===== config.mk =====
export PLATFORM = sky130hd
export DESIGN_NAME = ps2_kbd_decoder
export DESIGN_NICKNAME = d
export VERILOG_FILES = /design/src/rtl/ps2_kbd_decoder.sv
export SDC_FILE = /design/constraint.sdc
export NUM_CORES = 1
export LEC_CHECK = 0
export ABC_AREA = 0
export CAP_MARGIN = 20
export CORE_MARGIN = 1.5
export CORE_UTILIZATION = 32
export CTS_CLUSTER_DIAMETER = 30
export CTS_CLUSTER_SIZE = 10
export DETAILED_ROUTE_END_ITERATION = 8
export SETUP_SLACK_MARGIN = 0.02
export SLEW_MARGIN = 10
export SYNTH_ARGS = -nofsm -noshare
export SYNTH_HDL_FRONTEND = slang
export SYNTH_SLANG_ARGS = --single-unit

===== constraint.sdc =====
create_clock -name clk -period 3.05 [get_ports clk]
set_input_delay 0.7625 -clock clk [delete_from_list [all_inputs] [get_ports clk]]
set_output_delay 0.7625 -clock clk [all_outputs]
set_load 0.03 [all_outputs]

===== src/rtl/ps2_kbd_decoder.sv =====
// ps2_kbd_decoder
//   Collapses PS/2 set-2 scancode bytes from ps2_rx into single key events.
//   E0 (extended) and F0 (break) prefixes are folded into flags. The 8-byte
//   E1 Pause sequence is swallowed. Controller/ack bytes are discarded.
//   Live modifier state is tracked. Events are buffered in a first-word
//   fall-through FIFO that the CPU side pops with ev_rd.
//
// Optional build macro: PS2_ASCII_EN
//   When defined, each event is translated through a set-2 -> ASCII table at
//   enqueue time. The result is stored with the FIFO entry.
//   When undefined, ev_ascii reads 00.
//
// Ports
//   clk      in   system clock, shared with ps2_rx
//   rst      in   asynchronous active-low reset
//   rda      in   byte ready from ps2_rx (edge-detected)
//   data     in   [7:0] scancode byte, valid while rda=1
//   ev_rd    in   pop strobe for the head event
//   ovf_clr  in   clears the sticky overflow flag
//   ev_valid out  FIFO not empty
//   ev_code  out  [7:0] head event base scancode
//   ev_ext   out  head event was E0-prefixed
//   ev_break out  head event is a key release
//   ev_ascii out  [7:0] head event ASCII code (00 without PS2_ASCII_EN)
//   mods     out  [3:0] live {alt, ctrl, rshift, lshift}
//   ovf      out  sticky: an event was dropped on a full FIFO
module ps2_kbd_decoder #(
  parameter int unsigned DEPTH = 8,
  parameter int unsigned AW    = 3
) (
  input  logic       clk,
  input  logic       rst,
  input  logic       rda,
  input  logic [7:0] data,
  input  logic       ev_rd,
  input  logic       ovf_clr,
  output logic       ev_valid,
  output logic [7:0] ev_code,
  output logic       ev_ext,
  output logic       ev_break,
  output logic [7:0] ev_ascii,
  output logic [3:0] mods,
  output logic       ovf
);

`ifdef PS2_ASCII_EN
  localparam int unsigned EW = 18;  // {ascii, ext, brk, code}
`else
  localparam int unsigned EW = 10;  // {ext, brk, code}
`endif

  typedef enum logic [2:0] {
    S_IDLE,
    S_EXT,
    S_BRK,
    S_EXT_BRK,
    S_SKIP
  } state_t;

  function automatic logic is_discard(input logic [7:0] b);
    case (b)
      8'h00, 8'hAA, 8'hEE, 8'hFA, 8'hFC, 8'hFD, 8'hFE, 8'hFF: return 1'b1;
      default:                                                return 1'b0;
    endcase
  endfunction

`ifdef PS2_ASCII_EN
  function automatic logic [7:0] to_ascii(input logic [7:0] c, input logic sh);
    logic [7:0] a;
    logic       letter;
    a      = 8'h00;
    letter = 1'b1;
    case (c)
      8'h1C: a = 8'h61;  8'h32: a = 8'h62;  8'h21: a = 8'h63;  8'h23: a = 8'h64;
      8'h24: a = 8'h65;  8'h2B: a = 8'h66;  8'h34: a = 8'h67;  8'h33: a = 8'h68;
      8'h43: a = 8'h69;  8'h3B: a = 8'h6A;  8'h42: a = 8'h6B;  8'h4B: a = 8'h6C;
      8'h3A: a = 8'h6D;  8'h31: a = 8'h6E;  8'h44: a = 8'h6F;  8'h4D: a = 8'h70;
      8'h15: a = 8'h71;  8'h2D: a = 8'h72;  8'h1B: a = 8'h73;  8'h2C: a = 8'h74;
      8'h3C: a = 8'h75;  8'h2A: a = 8'h76;  8'h1D: a = 8'h77;  8'h22: a = 8'h78;
      8'h35: a = 8'h79;  8'h1A: a = 8'h7A;
      default: letter = 1'b0;
    endcase
    if (letter) begin
      if (sh) a = a - 8'h20;
    end else begin
      case (c)
        8'h16: a = sh ? 8'h21 : 8'h31;
        8'h1E: a = sh ? 8'h40 : 8'h32;
        8'h26: a = sh ? 8'h23 : 8'h33;
        8'h25: a = sh ? 8'h24 : 8'h34;
        8'h2E: a = sh ? 8'h25 : 8'h35;
        8'h36: a = sh ? 8'h5E : 8'h36;
        8'h3D: a = sh ? 8'h26 : 8'h37;
        8'h3E: a = sh ? 8'h2A : 8'h38;
        8'h46: a = sh ? 8'h28 : 8'h39;
        8'h45: a = sh ? 8'h29 : 8'h30;
        8'h29: a = 8'h20;
        8'h5A: a = 8'h0D;
        8'h66: a = 8'h08;
        default: a = 8'h00;
      endcase
    end
    return a;
  endfunction
`endif

  // Byte capture
  logic rda_q;
  logic accept;

  assign accept = rda & ~rda_q;

  // Decoder state
  state_t        state_q, state_d;
  logic [2:0]    skip_q, skip_d;
  logic [3:0]    mods_q, mods_d;
  logic          emit;
  logic          ext_d, brk_d;
  logic [EW-1:0] entry_d, entry_q;
  logic          pend_q;

  always_comb begin
    state_d = state_q;
    skip_d  = skip_q;
    mods_d  = mods_q;
    emit    = 1'b0;
    ext_d   = 1'b0;
    brk_d   = 1'b0;
    if (accept) begin
      case (state_q)
        S_IDLE: begin
          if (data == 8'hE0)            state_d = S_EXT;
          else if (data == 8'hF0)       state_d = S_BRK;
          else if (data == 8'hE1) begin
            state_d = S_SKIP;
            skip_d  = 3'd7;
          end else if (!is_discard(data)) emit = 1'b1;
        end
        S_EXT: begin
          if (data == 8'hF0)            state_d = S_EXT_BRK;
          else if (data == 8'hE0)       state_d = S_EXT;
          else if (data == 8'hE1) begin
            state_d = S_SKIP;
            skip_d  = 3'd7;
          end else if (is_discard(data)) state_d = S_IDLE;
          else begin
            emit    = 1'b1;
            ext_d   = 1'b1;
            state_d = S_IDLE;
          end
        end
        S_BRK: begin
          if (data == 8'hF0)             state_d = S_BRK;
          else if (data == 8'hE0)        state_d = S_EXT_BRK;
          else if (is_discard(data))     state_d = S_IDLE;
          else begin
            emit    = 1'b1;
            brk_d   = 1'b1;
            state_d = S_IDLE;
          end
        end
        S_EXT_BRK: begin
          if (data == 8'hF0 || data == 8'hE0) state_d = S_EXT_BRK;
          else if (is_discard(data))          state_d = S_IDLE;
          else begin
            emit    = 1'b1;
            ext_d   = 1'b1;
            brk_d   = 1'b1;
            state_d = S_IDLE;
          end
        end
        S_SKIP: begin
          skip_d = skip_q - 3'd1;
          if (skip_q <= 3'd1) state_d = S_IDLE;
        end
        default: state_d = S_IDLE;
      endcase
    end

    // Modifiers follow the decoded event, whether or not the FIFO keeps it.
    if (emit) begin
      case (data)
        8'h12: if (!ext_d) mods_d[0] = ~brk_d;
        8'h59: if (!ext_d) mods_d[1] = ~brk_d;
        8'h14: mods_d[2] = ~brk_d;
        8'h11: mods_d[3] = ~brk_d;
        default: ;
      endcase
    end

`ifdef PS2_ASCII_EN
    entry_d = {(emit && !ext_d && !brk_d) ? to_ascii(data, mods_q[0] | mods_q[1]) : 8'h00,
               ext_d, brk_d, data};
`else
    entry_d = {ext_d, brk_d, data};
`endif
  end

  always_ff @(posedge clk or negedge rst) begin
    if (!rst) begin
      rda_q   <= 1'b0;
      state_q <= S_IDLE;
      skip_q  <= '0;
      mods_q  <= '0;
      pend_q  <= 1'b0;
      entry_q <= '0;
    end else begin
      rda_q   <= rda;
      state_q <= state_d;
      skip_q  <= skip_d;
      mods_q  <= mods_d;
      pend_q  <= emit;
      entry_q <= entry_d;
    end
  end

  // Event FIFO
  logic [EW-1:0] mem_q [DEPTH];
  logic [AW-1:0] wr_ptr_q, rd_ptr_q;
  logic [AW:0]   cnt_q;
  logic          ovf_q;
  logic          full, empty, rd_ok, wr_ok, drop;
  logic [EW-1:0] head;

  // DEPTH is 2**AW, so the count's top bit is set only when full.
  assign full  = cnt_q[AW];
  assign empty = (cnt_q == '0);
  assign rd_ok = ev_rd & ~empty;
  assign wr_ok = pend_q & (~full | rd_ok);
  assign drop  = pend_q & full & ~rd_ok;

  always_ff @(posedge clk or negedge rst) begin
    if (!rst) begin
      wr_ptr_q <= '0;
      rd_ptr_q <= '0;
      cnt_q    <= '0;
      ovf_q    <= 1'b0;
    end else begin
      if (wr_ok) wr_ptr_q <= wr_ptr_q + AW'(1);
      if (rd_ok) rd_ptr_q <= rd_ptr_q + AW'(1);
      if (wr_ok && !rd_ok)      cnt_q <= cnt_q + (AW+1)'(1);
      else if (rd_ok && !wr_ok) cnt_q <= cnt_q - (AW+1)'(1);
      // A same-cycle drop overrides the clear.
      if (drop)         ovf_q <= 1'b1;
      else if (ovf_clr) ovf_q <= 1'b0;
    end
  end

  always_ff @(posedge clk) begin
    if (wr_ok) mem_q[wr_ptr_q] <= entry_q;
  end

  assign head     = mem_q[rd_ptr_q];
  assign ev_valid = ~empty;
  assign ev_code  = ev_valid ? head[7:0] : '0;
  assign ev_break = ev_valid & head[8];
  assign ev_ext   = ev_valid & head[9];
`ifdef PS2_ASCII_EN
  assign ev_ascii = ev_valid ? head[17:10] : '0;
`else
  assign ev_ascii = '0;
`endif
  assign mods     = mods_q;
  assign ovf      = ovf_q;

endmodule


## Word level (Yosys, flattened, before mapping)

Memories as Yosys holds them, arrays and structs flattened.
Cells that the tools add are included.

| operators by class | value |
|---|---|
| add/sub/neg operators | 5 |
| order comparisons | 1 |
| eq/ne operators | 24 |
| muxes and demuxes | 60 |
| bitwise gates (word level) | 14 |
| reductions and logical operators | 18 |

Operator list:

| cell | count |
|---|---|
| equality test 8 bit, second input constant | 10 |
| two-way mux 1 bit | 37 |
| two-way mux 3 bit | 12 |
| equality test 8 x 5 -> 1 bit, second input constant | 3 |
| one-hot mux 3 bit (5 select lines) | 1 |
| inequality test 2 bit, second input constant | 5 |
| one-hot mux 3 bit (3 select lines) | 1 |
| AND reduction 3 bit | 3 |
| equality test 8 x 7 -> 1 bit, second input constant | 1 |
| logical NOT 8 bit | 1 |
| two-way mux 4 bit | 2 |
| two-way mux 8 bit | 1 |
| OR reduction 8 bit | 1 |
| AND 1 bit | 7 |
| adder 3 x 1 -> 3 bit, second input constant | 2 |
| equality test 3 x 2 -> 1 bit, second input constant | 2 |
| two-way mux 2 bit | 3 |
| inverter 1 bit | 6 |
| AND reduction 6 bit | 1 |
| adder 4 x 1 -> 4 bit, second input constant | 1 |
| logical NOT 4 bit | 1 |
| inequality test 4 bit, second input constant | 1 |
| one-hot mux 1 bit (2 select lines) | 2 |
| one-hot mux 1 bit (4 select lines) | 1 |
| other kinds (13) | 17 |

| storage, ports and cells | value |
|---|---|
| register bits after elaboration | 33 |
| memory bits (writable) | 80 |
| output and inout port bits | 24 |
| word-level logic and storage cells | 136 |
| memories | 1 |

Memories:

| memory | depth | width | rd ports | clocked after Yosys merged registers in | write ports | line | source |
|---|---|---|---|---|---|---|---|
| mem_q | 8 | 10 | 1 | 0 | 1 | 218 | `logic [EW-1:0] mem_q [DEPTH];` |

## Depth between registers and ports, before layout

| logic depth | value |
|---|---|
| depth in word-level cells | 16 |
| mapped depth | 10 |
| mapped depth without buffers | 10 |

## Least setup slack after synthesis

Ideal clock, no wire load.

| timing path | value |
|---|---|
| path type | register to register |
| from | register cnt_q[0] |
| to | register cnt_q[3] |
| setup time | 0.136 ns |
| arrival time | 2.377 ns |
| required time | 2.914 ns |
| slack | 0.536 ns |
| stages on the path, launching flop included | 10 |
| path buffers | 0 |
| cell sequence | dfrtp_1 -> nor4_1 -> inv_1 -> nand2_1 -> ha_1 -> inv_1 -> ha_1 -> a21o_1 -> a2111oi_0 -> o31ai_1 |

| between the ends | value |
|---|---|
| cells in the longest elaborated chain, start to end | 8 |
| elaborated cells between the ends (all ways) | 14 |
| classes of those cells | add/sub (2); mux (2); bitwise (4); reduce/logical (6) |

Ends and longest elaborated chain:

| item | line | source |
|---|---|---|
| from (decl) | 220 | `logic [AW:0] cnt_q;` |
| from (signal assigned) | 241 | `if (wr_ok && !rd_ok) cnt_q <= cnt_q + (AW+1)'(1);` |
| from (signal assigned) | 242 | `else if (rd_ok && !wr_ok) cnt_q <= cnt_q - (AW+1)'(1);` |
| logical NOT 4 bit (*) | 227 | `assign empty = (cnt_q == '0);` |
| inverter 1 bit (*) | -- |  |
| via ev_valid | 37 | `output logic ev_valid,` |
| AND 1 bit (*) | 228 | `assign rd_ok = ev_rd & ~empty;` |
| bitwise OR 1 bit | 229 | `assign wr_ok = pend_q & (~full \| rd_ok);` |
| AND 1 bit | 229 |  |
| logical NOT 1 bit | 242 |  |
| logical AND 1 bit | 242 |  |
| nonzero test 2 bit (no line) | -- |  |

The timed path passes the listed nets; every way through them passes the cells marked *. The select of a mux whose other input is x is not followed.
A chain may end at the register's enable or synchronous reset.

## Worst setup path after layout

| timing path | value |
|---|---|
| from | register rd_ptr_q[0] |
| to | output ev_code[1] |

| between the ends | value |
|---|---|
| cells in the longest elaborated chain, start to end | 2 |

Ends and longest elaborated chain:

| item | line | source |
|---|---|---|
| from (decl) | 219 | `logic [AW-1:0] wr_ptr_q, rd_ptr_q;` |
| from (signal assigned) | 240 | `if (rd_ok) rd_ptr_q <= rd_ptr_q + AW'(1);` |
| memory read (8 x 10 bit) | -- |  |
| two-way mux 8 bit | 255 | `assign ev_code = ev_valid ? head[7:0] : '0;` |
| to (decl) | 38 | `output logic [7:0] ev_code,` |

No other way between the ends.

==> reports/qor.txt <==
Status - completed
Setup ws final - 0.139 ns
Post-Place Setup Slack - -0.0330 ns
Tot GR Track Use - 0.126
Final total power - 5.47 mW
Clk_lat worst skew - 0.41 ns
CP required - 2.29 ns
Yosys reg bits - 113
Cell Pwr Density - 929 nW/um2
FP Rows - 44
Syn avg cell area - 15.6 um2
Total number of vias - 2,654
DRC Markers - 0
Largest net degree at the start of global routing - 34
Initial antenna violation count - 0
Sequential area share after synthesis - 0.678
P&R area growth vs syn - 23.6%
Pre-antenna DRT Iters - 4
Worst Tran Pin Value - 0.526 ns
Die span in x - 125 um
Relative slew slack - 0.649
Worst-path clk slew - 0.06 ns
Fraction of synthesized cell area in xor and xnor cells - 0.00919
Mapped Cells - 305
Static Leak - 2.15 nW
Post-CTS Setup Inserts - 0
CP Class - reg -> out
Mux contribution to synthesized area - 0.129
First-pass GRT wire length - 14,900 um
Share of synthesized flip-flops with an asynchronous set or reset - 0.292
CTS tree - done
Cell Count, Final, Fillers Out - 553
Final GP Congestion - 0.740
Core Area - 14,500 um2
Max Cap Viol - 0
Filler cells - 1,361
R2r setup slk - 0.40 ns
Number of flops mapped to enable cells by yosys - 80
H-tree depth - 4
Multi-input gate area - 1410 um2
Placed cells - 521
Die height - 125 um
Routed Antenna Nets - 0
Drt total wl - 9100 um
Largest family of logic cells by synthesized area - multiplexers
Layout cells sized above 1 - 0.211
Data arrival, critical path - 2.15 ns
Adder-cell share of the synthesized area - 0.0226
Final setup violation count - 0
CP endpoint kind - output pin
Critical path fanouts, max - 13
Clock root buffer - clkbuf_16
Initial Util - 0.328
Avg Vias per Cell - 4.80
CTS buffer count - 17
Total grt overflow - 0
Nature of the critical path startpoint - flop
Die area - 15,600 um2
Commonest register cell after synthesis - edfxtp_1
Avg WL per Cell - 16.5 um
Fin Setup TNS - 0 ns
Synth Area in Compound Gates - 0.0425
DRT iter0 DRCs - 218
Worst ir drop on vdd - 421 uV
CTS Sinks - 113
Unrepaired setup endpoints after global routing - no
Flip-flop and latch area - 3230 um2
Post-Synth Simple-Gate Area - 0.0838
Worst Skew - 0.00753 ns
Yosys warnings - 0
Hold buffer count at cts - 0
Nets - 377
Number of port buffers - 28
Number of diodes - 0
Fin crit share - 0.954
Hpwl dp - 5970 um
Tmin final - 2.91 ns
Io pins - 37
Worst Hold Class - reg -> reg
Final hold slack - 0.521 ns
Hold Violations, Final - 0
Maximum clock frequency - 344 MHz
Max Slew Vio Count - 0
Vias in the first global route - 2,737
Yosys cell types - 45
CTS Buffer Depth - 2
Mapped Area - 4760 um2
==> flip-flops by register name (all words and copies together), names as in the netlist <==
register and count:
mem_q 80, entry_q 10, cnt_q 4, mods 4, rd_ptr_q 3, skip_q 3, state_q 3, wr_ptr_q 3
ovf 1, pend_q 1, rda_q 1
==> logic make-up after synthesis <==
group | after synthesis
multiplexers | 36
buffers and inverters | 33
AND/OR/NAND/NOR | 80
XOR/XNOR | 5
adder cells (fa/ha/maj) | 8
flip-flops | 113
AO/OA/AOI/OAI | 29
other | 1
==> critical path, cell delays in order, from the launching register on <==
cell and delay (ns):
dfrtp_2 0.42, buf_12 0.18, mux4_2 0.53, mux2i_2 0.20
nor2_1 0.05, dlygate4sd2_1 0.35
==> power by group <==
part	leakage [nW]	switching, mW	total (mW)	internal, mW
Combinational	0.771	0.883	1.65	0.765
Clock	0.260	0.706	1.83	1.12
Sequential	1.12	0.174	1.99	1.82
Total	2.15	1.76	5.47	3.71
==> cell usage in the layout (no fill, tap or decap), types with 7 or more instances in the layout <==
master	instances
clkdlybuf4s50_1	18
mux4_2	20
clkbuf_16	17
nand2_1	15
nand3_1	11
dfrtp_1	32
conb_1	8
dlygate4sd2_1	8
edfxtp_1	80
inv_1	14
mux2i_1	13
nor2_1	25
buf_4	16
o21ai_0	7
ha_1	7
==> area by class of cell <==
| type | count | share of cell area |
|---|---|---|
| Clock buffer | 17 | 0.0722 |
| Clock inverter | 15 | 0.0227 |
| Inverter | 14 | 0.00892 |
| Multi-Input combinational cell | 166 | 0.239 |
| Sequential cell | 113 | 0.548 |
| Tap cell | 184 | 0.0391 |
| Timing Repair Buffer | 44 | 0.0697 |
==> synthesized netlist by cell type (3+ instances only) <==
cell type	number	share of area
edfxtp_1	80	0.50
mux4_2	20	0.095
nand2_1	15	0.012
dfrtp_1	33	0.17
nor3_1	6	0.0063
mux2i_1	14	0.029
nor4_1	5	0.0066
nor2_1	25	0.020
nor2b_1	3	0.0039
buf_2	3	0.0032
inv_1	14	0.011
nand3_1	11	0.012
xnor2_1	5	0.0092
a21oi_1	5	0.0053
o21ai_0	7	0.0074
nand2b_1	6	0.0079
buf_4	8	0.013
ha_1	7	0.018
clkbuf_1	5	0.0039
==> metrics by stage <==
stage | cell area, um2 | utilization
final | 5890 | 0.405
after global routing | 5890 | 0.405
after CTS | 5880 | 0.405
after detailed placement | 5330 | 0.367
after global placement | 5330 | 0.367
after floorplan | 4790 | -
==> what timing repair did <==
action / CTS / global route
endpoints found under the setup margin: 8 / 1
resized for setup: 9 / 1
gates cloned: 0 / 0
==> metal layers <==
layer	routed length (um)	part of all wire	global-route usage
met4	82	0.0090	0.0381
met5	0	0	0
met3	535	0.059	0.0462
met2	4460	0.49	0.199
met1	4020	0.44	0.164
==> worst paths after layout <==
path | start | endpoint | cells after the start
setup / recovery | rd_ptr_q[0] | ev_code[1] | 5
hold / removal | mods[1] | mods[1] | 2
setup reg to reg | cnt_q[3] | cnt_q[3] | 9
hold reg to reg | mods[1] | mods[1] | 2
max in group asynchronous | rst | rd_ptr_q[0] | 2
min in group asynchronous | rst | cnt_q[2] | 2
No activity file was read; power rests on OpenSTA's default activity.
